## src/rtl/gate_bist_pkg.sv

```systemverilog
// Shared types and constants for the gate-model BIST controller.
// LFSR taps are for the 21-bit x^21+x^19+1 Fibonacci generator.
package gate_bist_pkg;

  typedef enum logic [1:0] {
    ST_IDLE = 2'd0,
    ST_RUN  = 2'd1,
    ST_DONE = 2'd2
  } state_t;

  localparam int          LFSR_TAP_HI  = 20;
  localparam int          LFSR_TAP_LO  = 18;
  localparam logic [9:0]  MISR_MASK    = 10'h009;
  localparam logic [20:0] DEFAULT_SEED = 21'h000001;

endpackage

```

## src/rtl/gate_bist_misr.sv

```systemverilog
// Multiple-input signature register: shift left, fold the top bit back through MASK,
// xor in the parallel data word. Clear has priority over enable.
module gate_bist_misr
  import gate_bist_pkg::*;
#(
  parameter int           W    = 10,
  parameter logic [W-1:0] MASK = W'(MISR_MASK)
) (
  input  logic         clk,
  input  logic         rst_n,
  input  logic         clr,
  input  logic         en,
  input  logic [W-1:0] data,
  output logic [W-1:0] sig
);

  always_ff @(posedge clk) begin
    if (!rst_n) begin
      sig <= '0;
    end else if (clr) begin
      sig <= '0;
    end else if (en) begin
      sig <= {sig[W-2:0], 1'b0} ^ (sig[W-1] ? MASK : '0) ^ data;
    end
  end

endmodule

```

## src/rtl/gate_bist_ctrl.sv

```systemverilog
// BIST controller for one combinational gate model: LFSR pattern source, settle and
// pattern counters, MISR compaction and golden-signature compare.
module gate_bist_ctrl
  import gate_bist_pkg::*;
#(
  parameter int              IN_W   = 21,
  parameter int              OUT_W  = 10,
  parameter int              N_PAT  = 200,
  parameter int              SETTLE = 1,
  parameter logic [IN_W-1:0] SEED   = IN_W'(DEFAULT_SEED)
) (
  input  logic             clk,
  input  logic             rst_n,
  input  logic             start_i,
  input  logic             abort_i,
  input  logic [OUT_W-1:0] golden_i,
  output logic [IN_W-1:0]  pattern_o,
  input  logic [OUT_W-1:0] response_i,
  output logic             busy_o,
  output logic             done_o,
  output logic             pass_o,
  output logic [OUT_W-1:0] signature_o,
  output state_t           state_o
);

  localparam int              PW          = $clog2(N_PAT + 1);
  localparam int              SW          = (SETTLE > 1) ? $clog2(SETTLE) : 1;
  localparam logic [PW-1:0]   PAT_LAST    = PW'(N_PAT - 1);
  localparam logic [SW-1:0]   SETTLE_LAST = SW'(SETTLE - 1);
  localparam logic [IN_W-1:0] SEED_EFF    = (SEED == '0) ? IN_W'(1) : SEED;

  state_t            state_q, state_d;
  logic [IN_W-1:0]   lfsr_q;
  logic [PW-1:0]     pat_q;
  logic [SW-1:0]     settle_q;
  logic [OUT_W-1:0]  golden_q;
  logic              busy_q, done_q;
  logic              start_run, stop_run, step, finish;
  logic              fb;

  assign fb = lfsr_q[LFSR_TAP_HI] ^ lfsr_q[LFSR_TAP_LO];

  // start_i is a level sampled only in IDLE/DONE; abort_i is sampled only in RUN and wins.
  always_comb begin
    state_d   = state_q;
    start_run = 1'b0;
    stop_run  = 1'b0;
    step      = 1'b0;
    finish    = 1'b0;
    case (state_q)
      ST_IDLE, ST_DONE: begin
        if (start_i) begin
          state_d   = ST_RUN;
          start_run = 1'b1;
        end
      end
      ST_RUN: begin
        if (abort_i) begin
          state_d  = ST_IDLE;
          stop_run = 1'b1;
        end else if (settle_q == SETTLE_LAST) begin
          step = 1'b1;
          if (pat_q == PAT_LAST) begin
            state_d = ST_DONE;
            finish  = 1'b1;
          end
        end
      end
      default: state_d = ST_IDLE;
    endcase
  end

  always_ff @(posedge clk) begin
    if (!rst_n) begin
      state_q <= ST_IDLE;
    end else begin
      state_q <= state_d;
    end
  end

  // The LFSR register doubles as the pattern output, so it is zeroed whenever not running.
  always_ff @(posedge clk) begin
    if (!rst_n) begin
      lfsr_q   <= '0;
      pat_q    <= '0;
      settle_q <= '0;
      golden_q <= '0;
      busy_q   <= 1'b0;
      done_q   <= 1'b0;
    end else if (start_run) begin
      lfsr_q   <= SEED_EFF;
      pat_q    <= '0;
      settle_q <= '0;
      golden_q <= golden_i;
      busy_q   <= 1'b1;
      done_q   <= 1'b0;
    end else if (stop_run) begin
      lfsr_q <= '0;
      busy_q <= 1'b0;
      done_q <= 1'b0;
    end else if (finish) begin
      lfsr_q   <= '0;
      pat_q    <= pat_q + PW'(1);
      settle_q <= '0;
      busy_q   <= 1'b0;
      done_q   <= 1'b1;
    end else if (step) begin
      lfsr_q   <= {lfsr_q[IN_W-2:0], fb};
      pat_q    <= pat_q + PW'(1);
      settle_q <= '0;
    end else if (state_q == ST_RUN) begin
      settle_q <= settle_q + SW'(1);
    end
  end

  gate_bist_misr #(
    .W    (OUT_W),
    .MASK (OUT_W'(MISR_MASK))
  ) u_misr (
    .clk  (clk),
    .rst_n(rst_n),
    .clr  (start_run),
    .en   (step),
    .data (response_i),
    .sig  (signature_o)
  );

  assign pattern_o = lfsr_q;
  assign busy_o    = busy_q;
  assign done_o    = done_q;
  assign pass_o    = done_q & (signature_o == golden_q);
  assign state_o   = state_q;

endmodule
```

## config.mk

```make
export PLATFORM = sky130hd
export DESIGN_NAME = gate_bist_ctrl
export DESIGN_NICKNAME = d
export VERILOG_FILES = /design/src/rtl/gate_bist_pkg.sv /design/src/rtl/gate_bist_misr.sv /design/src/rtl/gate_bist_ctrl.sv
export SDC_FILE = /design/constraint.sdc
export NUM_CORES = 1
export LEC_CHECK = 0
export CORE_MARGIN = 3
export CORE_UTILIZATION = 52
export CTS_BUF_LIST = sky130_fd_sc_hd__clkbuf_8 sky130_fd_sc_hd__clkbuf_16
export DETAILED_ROUTE_END_ITERATION = 16
export PLACE_DENSITY = 0.84
export SYNTH_ARGS = -nofsm -noshare
export SYNTH_HDL_FRONTEND = slang
export SYNTH_SLANG_ARGS = --single-unit
```

## constraint.sdc

```tcl
create_clock -name clk -period 3.5 [get_ports clk]
set_clock_uncertainty 0.2 [all_clocks]
set_input_delay 0.7 -clock clk [delete_from_list [all_inputs] [get_ports clk]]
set_output_delay 0.7 -clock clk [all_outputs]
set_load 0.03 [all_outputs]
```

==> reports/metrics.csv, run 1 <==
stage;metric;value;unit
outcome;status;complete, no violations;
drt;drt_iter0_drc;86;
power_and_ir_drop;p_per_area;372;mW/mm^2
layout;fin_nets;326;
worst_setup_path;r2r_start;state_o[0]$_SDFFE_PN0P_;
sta;finalCritPeriodShare;0.808;
worst_setup_path;worstSetupPathType;flip-flop to output pin;
floorplanning;initial_utilization;0.560;
placed_design;portBuffers;59;
worst_setup_path;crit_fanout;5;
worst_setup_path;worstPathArrival;1.93;ns
power_and_ir_drop;finalPower;0.00112;W
logic_synthesis;synth_top_area_cell;dfxtp_1;
cts;clock_latency;0.30;ns
worst_hold_path;min-delay-start;golden_q[0]$_SDFFE_PN0P_;
drt;avgViaCountPerCell;5.47;
layout;syn2layout_area_growth;30.2;%
sta;slew_headroom;0.594;
cts;clk_pin_slew;0.09;ns
logic_synthesis;synth.area.top_cells;dfxtp_1, mux2i_1, xnor2_1, nor3_1, nand2_1;
floorplanning;die_h;72.8;um
cts;cts_setup_buffers;0;
cts;ctsHtreeMaxLevel;2;
grt;antenna_found_initial;0;
logic_synthesis;ys_seq_area_frac;0.466;
floorplanning;rows;23;
logic_synthesis;syn_area;0.00232;mm^2
drt;num_vias;1915;
cts;holdBufCountCts;0;
worst_setup_path;startpoint_type;flip-flop;
floorplanning;die_area;0.00530;mm^2
placed_design;gp_congestion;0.764;
grt;grt_pass1_vias;1952;
power_and_ir_drop;leakagePower;1.09;nW
job;maxCapViolCount;0;
worst_hold_path;hold_class;flip-flop to flip-flop;
worst_setup_path;cp-startpoint;u_misr.sig[9]$_SDFFE_PP0P_;
worst_setup_path;cp_data_required_time;2.60;ns
logic_synthesis;netlist.area_leader.share;0.466;
cts;cts_sinks;54;
logic_synthesis;yosys.cell_types.count;38;
drt;drc;0;
drt;ant_nets;0;
power_and_ir_drop;vdd_drop_max;0.000249;V
logic_synthesis;ys_seq_elements;54;
drt;wl_per_cell;14.8;um
grt;gr-usage-all-layers;0.213;
floorplanning;core;0.00414;mm^2
logic_synthesis;avgSynthCellArea;9.47;um^2
worst_setup_path;end_kind;output pin;
drt;wirelength;5180;um
sta;fin_crit;2.83;ns
cts;cts_resized;0;
floorplanning;io_pins;60;
cts;ctsRootBufferMaster;clkbuf_8;
sta;setup_viol;0;
floorplanning;die_w;72.8;um
logic_synthesis;ys_warn_count;0;
sta;rsz0062_at_grt;false;
sta;tns;0;ns
drt;dr.pass1.iters;5;
sta;maxSlewViolCount;0;
layout;drive_gt1_frac;0.0533;
placed_design;hpwl;3790;um
logic_synthesis;syn_nets;270;
sta;hold_viol;0;
grt;grt_first_pass_wirelength;9000;um
logic_synthesis;synthCells;245;
sta;worst_slew_pin_slew;0.608;ns
cts;cts_tree;yes;
grt;grt_max_degree;23;
sta;clock.fmax;354;MHz
cts;clock_path_buffers;2;
cts;cts_buffers;5;
layout;diodes;0;
grt;grt-ovfl-total;0;
-- routing by layer --
metal / part of all wire / wire, um / GRT usage
met5: 0 / 0 / 0
met1: 0.48 / 2480 / 0.292
met2: 0.47 / 2420 / 0.332
met4: 0.015 / 80 / 0.0697
met3: 0.038 / 195 / 0.0482
-- cells by family (layout without fill, tap and decap cells) --
group	after synthesis	in the layout	synth area share
and+or+nand+nor	88	88	0.207
muxes	21	21	0.0906
xor gates and xnor gates	23	23	0.0868
AOI/OAI and AO/OA	39	39	0.106
adders and majority gates	1	1	0.00539
DFF	54	54	0.466
buffers and inverters	19	74	0.0378
-- power by group --
group | leakage (nW) | switching, W | total, W | internal [W]
sequential | 0.438 | 0.0000151 | 0.000643 | 0.000628
combinational | 0.604 | 0.0000730 | 0.000145 | 0.0000720
clock | 0.0431 | 0.000182 | 0.000335 | 0.000153
total | 1.08 | 0.000270 | 0.00112 | 0.000853
-- worst paths after layout --
kind	to	slack, ns	depth (start not counted)
worst max-delay path	pass_o	0.67	4
worst min-delay path	golden_q[0]$_SDFFE_PN0P_	0.27	2
worst max register to register	pat_q[5]$_SDFFE_PP0P_	1.50	3
worst min register to register	golden_q[0]$_SDFFE_PN0P_	0.27	2
-- worst max-delay path: stages (launching register included) --
cell and delay, ns:
dfxtp_1 0.50, xnor2_1 0.16, nand4_1 0.11, nor3_1 0.16, clkdlybuf4s50_1 0.70
-- metrics by stage --
step	setup WS [ns]	utilization	area [um^2]	std cells	hold slack (ns)
after global routing	0.474	0.729	3020	350	0.302
after CTS	0.655	0.729	3020	350	0.275
after floorplan	1.09	-	2320	245	0.249
final	0.674	0.729	3020	350	0.275
after global placement	0.653	0.709	2940	344	0.257
after detailed placement	0.605	0.709	2940	344	0.264
-- flip-flops by register name, indices dropped and copies added (netlist names) --
signal,cells
busy_o,1
done_o,1
golden_q,10
pat_q,8
pattern_o,21
settle_q,1
state_o,2
u_misr.sig,10
-- cell usage in the layout (no fill, tap or decap), types with 2 or more instances in the layout --
cell type	netlist	routed
buf_4	1	5
mux2i_1	21	21
xor2_1	2	2
o31ai_1	3	3
or4_1	2	2
a211oi_1	10	10
o21ai_0	4	4
inv_1	4	4
nand3_1	8	8
or3_1	4	4
nand2_1	24	24
xnor2_1	21	21
a21oi_1	17	17
clkdlybuf4s50_1	0	59
clkbuf_8	0	6
dfxtp_1	54	54
nand4_1	3	3
nor3b_1	2	2
nor3_1	22	22
nor2_1	11	11
nand2b_1	2	2
-- synthesized netlist by cell type --
master / number
nand2_1: 24
buf_4: 1
and2b_1: 1
or4b_4: 1
a21oi_1: 17
or2b_1: 1
clkbuf_1: 9
nor4b_4: 1
mux2i_1: 21
inv_1: 4
or4b_1: 1
o211ai_1: 1
dfxtp_1: 54
ha_1: 1
nor2b_1: 1
o31ai_1: 3
o21ai_0: 4
nor3_1: 22
nand3b_1: 1
buf_2: 4
nor4_4: 1
nor3b_1: 2
nor2_1: 11
o22ai_1: 1
o221a_2: 1
nand3_1: 8
xnor2_1: 21
nand2b_1: 2
nor4_1: 1
a211oi_1: 10
xor2_1: 2
or3_1: 4
nand4_1: 3
or4_1: 2
a311oi_1: 1
nand4b_1: 1
buf_6: 1
o21ba_2: 1
-- final cells by class --
type | instances | area (um^2)
clock buffer | 6 | 82.6
fill | 328 | 1120
inverter | 4 | 15.0
multi-input combinational | 172 | 1150
sequential | 54 | 1080
tap | 50 | 62.6
timing repair buffer | 64 | 628
No activity file was read; power rests on OpenSTA's default activity.
==> run 2: changes to the inputs <==
--- a/config.mk
+++ b/config.mk
@@ -6,10 +6,10 @@
 export NUM_CORES = 1
 export LEC_CHECK = 0
 export CORE_MARGIN = 3
-export CORE_UTILIZATION = 52
+export CORE_UTILIZATION = 43
 export CTS_BUF_LIST = sky130_fd_sc_hd__clkbuf_8 sky130_fd_sc_hd__clkbuf_16
 export DETAILED_ROUTE_END_ITERATION = 16
-export PLACE_DENSITY = 0.84
+export PLACE_DENSITY = 0.75
 export SYNTH_ARGS = -nofsm -noshare
 export SYNTH_HDL_FRONTEND = slang
 export SYNTH_SLANG_ARGS = --single-unit
==> constraint.sdc (replaced) <==
create_clock -name clk -period 2.6 [get_ports clk]
set_clock_uncertainty 0.2 [all_clocks]
set_input_delay 0.52 -clock clk [delete_from_list [all_inputs] [get_ports clk]]
set_output_delay 0.52 -clock clk [all_outputs]
set_load 0.03 [all_outputs]
==> run 2 against run 1 <==
- critical path depth shrank 3
- worst hold slack got worse by 0.00080 ns
- routed wire length hardly changed
- flip-flop and latch count did not move
- final area increased by 2.4%
- die area increased by 19%
- critical endpoint is now state_o[1]
==> reports/metrics.csv, run 2 (synthesized netlist as in run 1, its figures left out) <==
stage;metric;value;unit;change
outcome;status;complete, no violations;;
worst_setup_path;r2r_cells;3;;unchanged
floorplanning;core;0.00517;mm^2;+25%
sta;rsz0062_at_grt;false;;
worst_setup_path;crit_fanout;8;;+3
worst_hold_path;hold_path_depth;2;;unchanged
cts;clk_pin_slew;0.09;ns;about the same
floorplanning;die_w;79.5;um;+9.1%
layout;syn2layout_area_growth;33.4;%;
drt;avgViaCountPerCell;5.11;;-6.7%
sta;fin_crit;2.32;ns;
floorplanning;die_area;0.00631;mm^2;+19%
cts;cts_setup_buffers;0;;unchanged
sta;maxSlewViolCount;0;;unchanged
cts;cts_resized;1;;+1
floorplanning;io_pins;60;;unchanged
grt;grt_max_degree;25;;+8.7%
worst_setup_path;worst-path-buf-inv;1;;unchanged
cts;holdBufCountCts;0;;unchanged
floorplanning;die_h;79.5;um;+9.1%
drt;drc;0;;unchanged
worst_setup_path;critPathSlowestCell;clkdlybuf4s50_1;;
grt;grt_first_pass_wirelength;8650;um;-3.9%
placed_design;gp_congestion;0.807;;+5.6%
worst_setup_path;path_cells;clkdlybuf4s50_1;;
cts;clock_path_buffers;2;;unchanged
job;maxCapViolCount;0;;unchanged
grt;gr-usage-all-layers;0.171;;-0.0424
worst_setup_path;cp_data_required_time;1.88;ns;-0.72 ns
cts;ctsRootBufferMaster;clkbuf_8;;
sta;finalCritPeriodShare;0.892;;
worst_setup_path;cpPeakStageDelay;0.75;ns;+0.05 ns
layout;largest_reg_flops;21;;unchanged
floorplanning;initial_utilization;0.448;;-0.111
placed_design;hpwl;3770;um;-0.50%
sta;hold_viol;0;;unchanged
sta;worst_slew_pin_slew;0.415;ns;-0.193 ns
layout;fin_nets;333;;+2.1%
sta;slew_headroom;0.723;;+0.129
drt;dr.pass1.iters;4;;-1
layout;diodes;0;;unchanged
drt;wl_per_cell;13.7;um;-7.3%
layout;layout_common_cells;clkdlybuf4s50_1, dfxtp_1, nand2_1;;
sta;setup_viol;0;;unchanged
sta;clock.fmax;431;MHz;
floorplanning;rows;26;;+13%
grt;grt_pass1_vias;1783;;-8.7%
cts;cts_buffers;5;;unchanged
cts;cts_sinks;54;;unchanged
layout;design_area;0.00309;mm^2;+2.4%
sta;tns;0;ns;unchanged
cts;cts_tree;yes;;
drt;num_vias;1930;;+0.78%
grt;antenna_found_initial;0;;unchanged
worst_setup_path;path_depth;1;;-3
layout;drive_gt1_frac;0.0747;;+0.0213
drt;ant_nets;0;;unchanged
power_and_ir_drop;p_per_area;483;mW/mm^2;+30%
placed_design;place_area;0.00302;mm^2;+2.6%
worst_hold_path;hold_class;flip-flop to flip-flop;;
layout;fillers;460;;+40%
worst_setup_path;startpoint_type;flip-flop;;
power_and_ir_drop;vdd_drop_max;0.000339;V;+36%
worst_setup_path;end_kind;output pin;;
power_and_ir_drop;leakagePower;1.12;nW;+3.5%
drt;wirelength;5180;um;about the same
worst_setup_path;worstSetupPathType;flip-flop to output pin;;
worst_setup_path;cpLargestDelayFamily;buffers and inverters;;
grt;grt-ovfl-total;0;;unchanged
layout;final_util;0.598;;-0.131
worst_setup_path;worstPathArrival;1.60;ns;-0.33 ns
cts;ctsHtreeMaxLevel;2;;unchanged
cts;clock_latency;0.29;ns;about the same
placed_design;portBuffers;59;;unchanged
drt;drt_iter0_drc;122;;+42%
layout;layout_commonest_cell;clkdlybuf4s50_1;;
-- run 2: changes by cell type in the layout (fill, tap and decap cells not counted) --
| cell | change |
|---|---|
| dlygate4sd2_1 | +1 |
| clkinvlp_4 | +1 |
| buf_4 | +7 |
| inv_1 | +1 |
| clkdlybuf4s50_1 | -1 |
| clkbuf_8 | -1 |
-- run 2: where the power goes --
| part | switching [W] | leakage, nW | internal, W |
|---|---|---|---|
| Clock | 0.000245 | 0.0414 | 0.000181 |
| Combinational | 0.0000999 | 0.644 | 0.000103 |
| Sequential | 0.0000193 | 0.438 | 0.000846 |
-- run 2: cell type report --
| type | count | area, um^2 | area share |
|---|---|---|---|
| repair buffers | 71 | 679 | 0.220 |
| inverters | 4 | 15.0 | 0.00485 |
| flip-flops and latches | 54 | 1080 | 0.349 |
| multi-input cells | 172 | 1150 | 0.372 |
| well taps | 70 | 87.6 | 0.0283 |
| clock inverters | 2 | 11.3 | 0.00364 |
| clock buffers | 5 | 68.8 | 0.0222 |
-- run 2: through the flow --
step	hold WS [ns]	setup WS, ns	cells	total power, W
after floorplan	0.249	0.374	245	0.00100
after global placement	0.257	0.126	371	0.00108
after detailed placement	0.262	0.0918	371	0.00109
after CTS	0.277	0.263	378	0.00151
after global routing	0.294	0.180	378	0.00156
final	0.274	0.281	378	0.00149
-- run 2: final timing paths --
path | from | to | slack (ns)
worst min register to register | golden_q[0]$_SDFFE_PN0P_ | golden_q[0]$_SDFFE_PN0P_ | 0.27
worst max register to register | state_o[0]$_SDFFE_PN0P_ | pat_q[5]$_SDFFE_PP0P_ | 0.55
worst max-delay path | state_o[1]$_SDFFE_PN0P_ | state_o[1] | 0.28
worst min-delay path | golden_q[0]$_SDFFE_PN0P_ | golden_q[0]$_SDFFE_PN0P_ | 0.27
-- run 2: per-layer routing --
layer | wire length (um) | GRT usage | vias to the layer above
li1 | - | - | 988
met1 | 2570 | 0.243 | 909
met3 | 144 | 0.0327 | 2
met5 | 0 | 0 | -
met2 | 2430 | 0.263 | 31
met4 | 40 | 0.0464 | 0
